[config.mk]
export PLATFORM = sky130hd
export DESIGN_NAME = otile_transpose_buf
export DESIGN_NICKNAME = d
export VERILOG_FILES = /design/src/rtl/otile_transpose_buf.sv
export SDC_FILE = /design/constraint.sdc
export NUM_CORES = 1
export LEC_CHECK = 0
export ABC_AREA = 1
export BUFFER_PORTS_ARGS = -buffer_cell sky130_fd_sc_hd__buf_2
export CAP_MARGIN = 10
export CORE_MARGIN = 3
export CORE_UTILIZATION = 35
export CTS_CLUSTER_SIZE = 28
export DETAILED_ROUTE_END_ITERATION = 6
export MAX_ROUTING_LAYER = met4
export PLACE_DENSITY_LB_ADDON = 0.08
export SYNTH_ARGS = -nofsm -noshare
export SYNTH_HDL_FRONTEND = slang
export SYNTH_SLANG_ARGS = --single-unit
[constraint.sdc]
create_clock -name CLK -period 9.1 [get_ports CLK]
set_clock_uncertainty 0.05 [all_clocks]
set_input_delay 1.365 -clock CLK [delete_from_list [all_inputs] [get_ports CLK]]
set_output_delay 1.365 -clock CLK [all_outputs]
set_load 0.02 [all_outputs]
[src/rtl/otile_transpose_buf.sv]
// otile_transpose_buf: ping-pong row collector for the MAC array output.
// Each bank gathers N segments per row, then drains as column-packed words
// to output memory over a valid/ready handshake.
module otile_transpose_buf #(
   parameter int unsigned N  = 4,
   parameter int unsigned DW = 16,
   parameter int unsigned AW = 4
) (
   input  logic                   CLK,
   input  logic                   RST,
   input  logic                   CLR,
   input  logic [$clog2(N+1)-1:0] COL_TOTAL,
   input  logic [N*DW-1:0]        MAC_ODATA,
   input  logic [N-1:0]           MAC_OVALID,
   input  logic                   LOAD_EN,
   input  logic [$clog2(N)-1:0]   LOAD_COL,
   input  logic [AW-1:0]          LOAD_ADDR,
   output logic                   IN_STALL,
   output logic                   OM_VALID,
   input  logic                   OM_READY,
   output logic [AW-1:0]          OM_ADDR,
   output logic [N*DW-1:0]        OM_WDATA,
   output logic                   TILE_DONE,
   output logic                   OVF
);

   localparam int unsigned CW = $clog2(N+1);
   localparam int unsigned IW = $clog2(N);
   localparam int unsigned RW = N*DW;

   typedef enum logic {IDLE, WRITE} state_t;

   // bank storage
   logic [RW-1:0] rows_q [2][N];
   logic [RW-1:0] rows_n [2][N];
   logic [CW-1:0] cnt_q  [2][N];
   logic [CW-1:0] cnt_n  [2][N];
   logic [AW-1:0] snap_q [2][N];
   logic [AW-1:0] snap_n [2][N];
   logic [AW-1:0] live_q [N];
   logic [AW-1:0] live_n [N];
   logic [1:0]    full_q, full_n;
   logic          fp_q, fp_n, fb, all_n;
   logic          ovf_n, stall_n;
   logic [1:0]    free;

   // drain control
   state_t        state_q, state_n;
   logic          dp_q, dp_n;
   logic [IW-1:0] c_q, c_n;
   logic [CW-1:0] ct_q, ct_n;
   logic          hs, last_col;
   logic          valid_n, done_n;
   logic [AW-1:0] addr_n;
   logic [RW-1:0] wdata_n;

   // Drain next-state: walk columns 0..CT-1 of bank DP, free it on the last handshake
   always_comb begin
      state_n  = state_q;
      c_n      = c_q;
      ct_n     = ct_q;
      dp_n     = dp_q;
      valid_n  = 1'b0;
      done_n   = 1'b0;
      free     = '0;
      hs       = OM_VALID && OM_READY;
      last_col = (CW'(c_q) == (ct_q - CW'(1)));
      case (state_q)
         IDLE: begin
            if (full_q[dp_q]) begin
               ct_n    = (COL_TOTAL == '0) ? CW'(N) : COL_TOTAL;
               c_n     = '0;
               valid_n = 1'b1;
               state_n = WRITE;
            end
         end
         WRITE: begin
            if (hs && last_col) begin
               done_n     = 1'b1;
               free[dp_q] = 1'b1;
               dp_n       = !dp_q;
               state_n    = IDLE;
            end else begin
               valid_n = 1'b1;
               if (hs) c_n = c_q + IW'(1);
            end
         end
         default: state_n = IDLE;
      endcase
   end

   // Next output word: column c_n of bank DP, row 0 in the top segment
   always_comb begin
      addr_n  = '0;
      wdata_n = '0;
      if (valid_n) begin
         addr_n = snap_q[dp_q][c_n];
         for (int i = 0; i < N; i++)
            wdata_n[(N-1-i)*DW +: DW] = rows_q[dp_q][i][(N-1-int'(c_n))*DW +: DW];
      end
   end

   // Fill next-state: free drained bank first, then shift in segments and detect completion
   always_comb begin
      rows_n = rows_q;
      cnt_n  = cnt_q;
      snap_n = snap_q;
      live_n = live_q;
      full_n = full_q;
      ovf_n  = OVF;
      all_n  = 1'b1;
      fb     = full_q[fp_q] ? !fp_q : fp_q;
      if (LOAD_EN) live_n[LOAD_COL] = LOAD_ADDR;
      for (int b = 0; b < 2; b++) begin
         if (free[b]) begin
            full_n[b] = 1'b0;
            for (int i = 0; i < N; i++) begin
               rows_n[b][i] = '0;
               cnt_n[b][i]  = '0;
            end
         end
      end
      for (int i = 0; i < N; i++) begin
         if (MAC_OVALID[i]) begin
            if (!full_n[fb] && (cnt_n[fb][i] < CW'(N))) begin
               rows_n[fb][i] = {rows_n[fb][i][RW-DW-1:0], MAC_ODATA[(N-1-i)*DW +: DW]};
               cnt_n[fb][i]  = cnt_n[fb][i] + CW'(1);
            end else begin
               ovf_n = 1'b1;
            end
         end
      end
      for (int i = 0; i < N; i++)
         if (cnt_n[fb][i] != CW'(N)) all_n = 1'b0;
      if (!full_n[fb] && all_n) begin
         full_n[fb] = 1'b1;
         snap_n[fb] = live_n;
      end
      // move to the other bank once this one is full and the other is free
      fp_n    = (full_n[fb] && !full_n[!fb]) ? !fb : fb;
      stall_n = &full_n;
   end

   // Bank registers, fill pointer, stall flag and sticky overflow
   always_ff @(posedge CLK) begin
      if (RST || CLR) begin
         for (int b = 0; b < 2; b++) begin
            for (int i = 0; i < N; i++) begin
               rows_q[b][i] <= '0;
               cnt_q[b][i]  <= '0;
               snap_q[b][i] <= '0;
            end
         end
         for (int i = 0; i < N; i++) live_q[i] <= '0;
         full_q   <= '0;
         fp_q     <= 1'b0;
         IN_STALL <= 1'b0;
      end else begin
         rows_q   <= rows_n;
         cnt_q    <= cnt_n;
         snap_q   <= snap_n;
         live_q   <= live_n;
         full_q   <= full_n;
         fp_q     <= fp_n;
         IN_STALL <= stall_n;
      end
      if (RST)       OVF <= 1'b0;
      else if (!CLR) OVF <= ovf_n;
   end

   // Drain state register and registered write-port outputs
   always_ff @(posedge CLK) begin
      if (RST || CLR) begin
         state_q   <= IDLE;
         dp_q      <= 1'b0;
         c_q       <= '0;
         ct_q      <= '0;
         OM_VALID  <= 1'b0;
         OM_ADDR   <= '0;
         OM_WDATA  <= '0;
         TILE_DONE <= 1'b0;
      end else begin
         state_q   <= state_n;
         dp_q      <= dp_n;
         c_q       <= c_n;
         ct_q      <= ct_n;
         OM_VALID  <= valid_n;
         OM_ADDR   <= addr_n;
         OM_WDATA  <= wdata_n;
         TILE_DONE <= done_n;
      end
   end

endmodule

==> impl_metrics.tcl <==
set metrics [dict create \
    synth_top_area_share_pct 46.0 \
    placed_area_mm2 0.0301 \
    switchingPower_w 0.00145 \
    grt_pass1_wl_mm 145 \
    cp_max_fo 202 \
    syn_area_mm2 0.0289 \
    post-route-period-util_pct 59.1 \
    p_total_w 0.00635 \
    switching_share_pct 22.9 \
    maxUsedRoutingLayer "met4" \
    htree_levels 3 \
    tightest_slew_ns 1.12 \
    clkTransAtPathRegs_ns 0.06 \
    synth_top_cell_by_area "dfxtp_1" \
    syn_nets 4154 \
    drcViolationCount 0 \
    ir_drop_v 0.000121 \
    stdcell_area_mm2 0.0326 \
    die_height_um 294 \
    grt_max_degree 206 \
    final_util_pct 40.2 \
    r2r_cells 15 \
    max_cap_viol_count 0 \
    setup_viol 0 \
    whs_path_depth 2 \
    power.leakage_nw 12.4 \
    slowest_delay_ns 0.79 \
    async_flop_share_pct 0 \
    start_kind "flop" \
    ios 154 \
    hold_path_class "flop to flop" \
    n_fill_cell 8665 \
    rsz0062_at_grt "no" \
    slew_headroom_pct 25.6 \
    slowest_stage "dfxtp_4" \
    cts-root-buf "clkbuf_16" \
    finalNetCount 4076 \
    fmax_ghz 0.186 \
    avgSynthCellArea_um2 7.12 \
    totalWireLength_mm 90.2 \
    yosysMostFrequentCell "nand2_1" \
    p_int_w 0.00490 \
    arrival_ns 5.79 \
    maxSlewViolCount 0 \
    post_cts_buffers 0 \
    synth_ff_type "dfxtp_1" \
    tritoncts "done" \
    finalHoldViolCount 0 \
    antenna_found_initial 6 \
    outcome "completed" \
    syn_inst 4067 \
    min-delay-start "snap_q[3]$_SDFFE_PP0P_" \
    setup_ws_ns 3.72 \
    routedWlPerCell_um 17.7 \
    cts_hold_buf 0 \
    combPwrFrac_pct 4.2 \
    fin_setup_tns_ns 0 \
    yosysSeqAreaShare_pct 46.0 \
    synth_edf_count 0 \
    hold_path_end "snap_q[3]$_SDFFE_PP0P_" \
    power_density_mw_per_mm2 195 \
    yosysWarnings 0 \
    crit_required_ns 9.51 \
    cp_common_cell "nand2_1" \
    grt_pass1_vias 25781 \
    crit_start "dp_q$_SDFFE_PP0P_" \
    dr_wl_met3_mm 3.43 \
    grt.total_usage_pct 21.4 \
    wl_met2_mm 40.5 \
    ctsResizeCount 0 \
    cts_buffers 79 \
    drive_gt1_share_pct 9.20 \
    post-route-min-period_ns 5.38 \
    ant_nets 0 \
    clock_path_buffers 3 \
    yosys-top-cells-count "1,195 x nand2_1, 665 x dfxtp_1, 595 x a21oi_1, 435 x nand3_1, 293 x clkbuf_1" \
    ys_types 34 \
    criticalPathCategory "flop to flop" \
    power_frac_seq_pct 46.9 \
    reg2reg_from "dp_q$_SDFFE_PP0P_" \
    syn_to_final_growth_pct 12.6 \
    m1WireLength_mm 44.9 \
    overflow 0 \
    power.share.clock_pct 48.9 \
    io_buffers 153 \
    dp_slack_ns 3.11 \
    die_area_mm2 0.0862 \
    via_per_inst 5.16 \
    core_area_mm2 0.0812 \
    die_w_um 294 \
    drt_iter0_drc 1687 \
    initial_utilization_pct 35.6 \
    cts.sinks 665 \
    fp-row-count 104 \
    synth_seq_cells 665 \
    synth.area.top_cells "dfxtp_1 46%, nand2_1 15%, a21oi_1 10%, nand3_1 7.5%, a211oi_1 4.2%" \
    dp_hpwl_mm 47.2 \
    r2r_end "snap_q[3]$_SDFFE_PP0P_" \
    insertion_delay_ns 0.61 \
    path_cells "inv_8 > nand4_4 > buf_12 > a21oi_1 > nand4_1 > buf_4 > nand2_1 > nand2_1 > nand2_1 > nor2_1 > nor2_1 > nor2_2 > nand4_2 > o21ai_0 > a21oi_1" \
    regToRegSetupSlack_ns 3.72 \
    drt-pass1-iter-count 5 \
    worst_setup_path_end_kind "flop" \
    num_vias 26347 \
    place.gp.congestion 0.752 \
]
[state kept, by name (all words and copies together), names as in the netlist, 2 cells and up]
signal    flops
live_q       16
ct_q          3
OM_WDATA     64
c_q           2
full_q        2
cnt_q        24
rows_q      512
snap_q       32
OM_ADDR       4
[cells by family after synthesis]
group	synth area share (%)
XOR/XNOR	0.0562
flip-flops	46.0
AND/OR/NAND/NOR	25.3
adder cells (fa/ha/maj)	0.216
buffers and inverters	6.93
AO/OA/AOI/OAI	21.5
[per-stage QoR]
stage	hold WS [ns]	cells
2_1_floorplan	0.374	4067
3_3_place_gp	0.384	4968
3_5_place_dp	0.388	4968
4_1_cts	0.397	5105
5_1_grt	0.413	5108
6_report	0.396	5108
[final cells by class]
class	instances	area (um2)	share of cell area, %
antenna	3	7.51	0.0230
clock inverter	14	145	0.445
inverter	173	672	2.06
multi-input combinational	2877	13700	42.0
clock buffer	123	2360	7.25
sequential	665	13300	40.8
tap	1060	1330	4.07
timing repair buffer	193	1090	3.35
[worst max-delay path by stage]
stage                         endpoint
2_1_floorplan  snap_q[16]$_SDFFE_PP0P_
3_3_place_gp    snap_q[3]$_SDFFE_PP0P_
3_5_place_dp   snap_q[11]$_SDFFE_PP0P_
4_1_cts        snap_q[11]$_SDFFE_PP0P_
5_1_grt        snap_q[11]$_SDFFE_PP0P_
6_report        snap_q[3]$_SDFFE_PP0P_
[routing by layer]
layer  track usage, %  vias to the layer above
met5                -                        -
met1             29.0                    12271
met3             2.62                       91
met2             34.4                      418
li1                 -                    13567
met4             4.58                        0
[placed cells by master (no fill, tap or decap), types with 5 or more instances in the layout]
| cell | instances |
|---|---|
| clkbuf_8 | 18 |
| a21oi_2 | 12 |
| nand4_1 | 7 |
| a211oi_1 | 163 |
| buf_4 | 38 |
| inv_2 | 13 |
| inv_1 | 154 |
| nand2_1 | 1193 |
| clkbuf_1 | 24 |
| nand3_1 | 435 |
| o21ai_1 | 26 |
| o21ai_0 | 241 |
| buf_2 | 153 |
| nor2_1 | 83 |
| nand2_2 | 6 |
| clkinv_2 | 13 |
| dfxtp_1 | 664 |
| nor2_4 | 5 |
| a21oi_1 | 595 |
| or2_2 | 8 |
| clkbuf_16 | 81 |
| ha_1 | 5 |
| a21boi_0 | 58 |
| o211ai_1 | 16 |
[worst max-delay path: cells and delay by family (launching register included)]
kind | cells | cell delay, ns
simple gates | 9 | 1.83
buf+inv | 3 | 1.69
flops | 1 | 0.79
compound gates | 3 | 0.77
[power groups by stage]
stage          sequential [W]  combinational, W  clock (W)
2_1_floorplan         0.00303          0.000182          0
3_3_place_gp          0.00304          0.000270          0
3_5_place_dp          0.00304          0.000270          0
4_1_cts               0.00297          0.000271    0.00319
5_1_grt               0.00298          0.000307    0.00331
6_report              0.00298          0.000268    0.00310
Power figures use the tool's default switching activity.
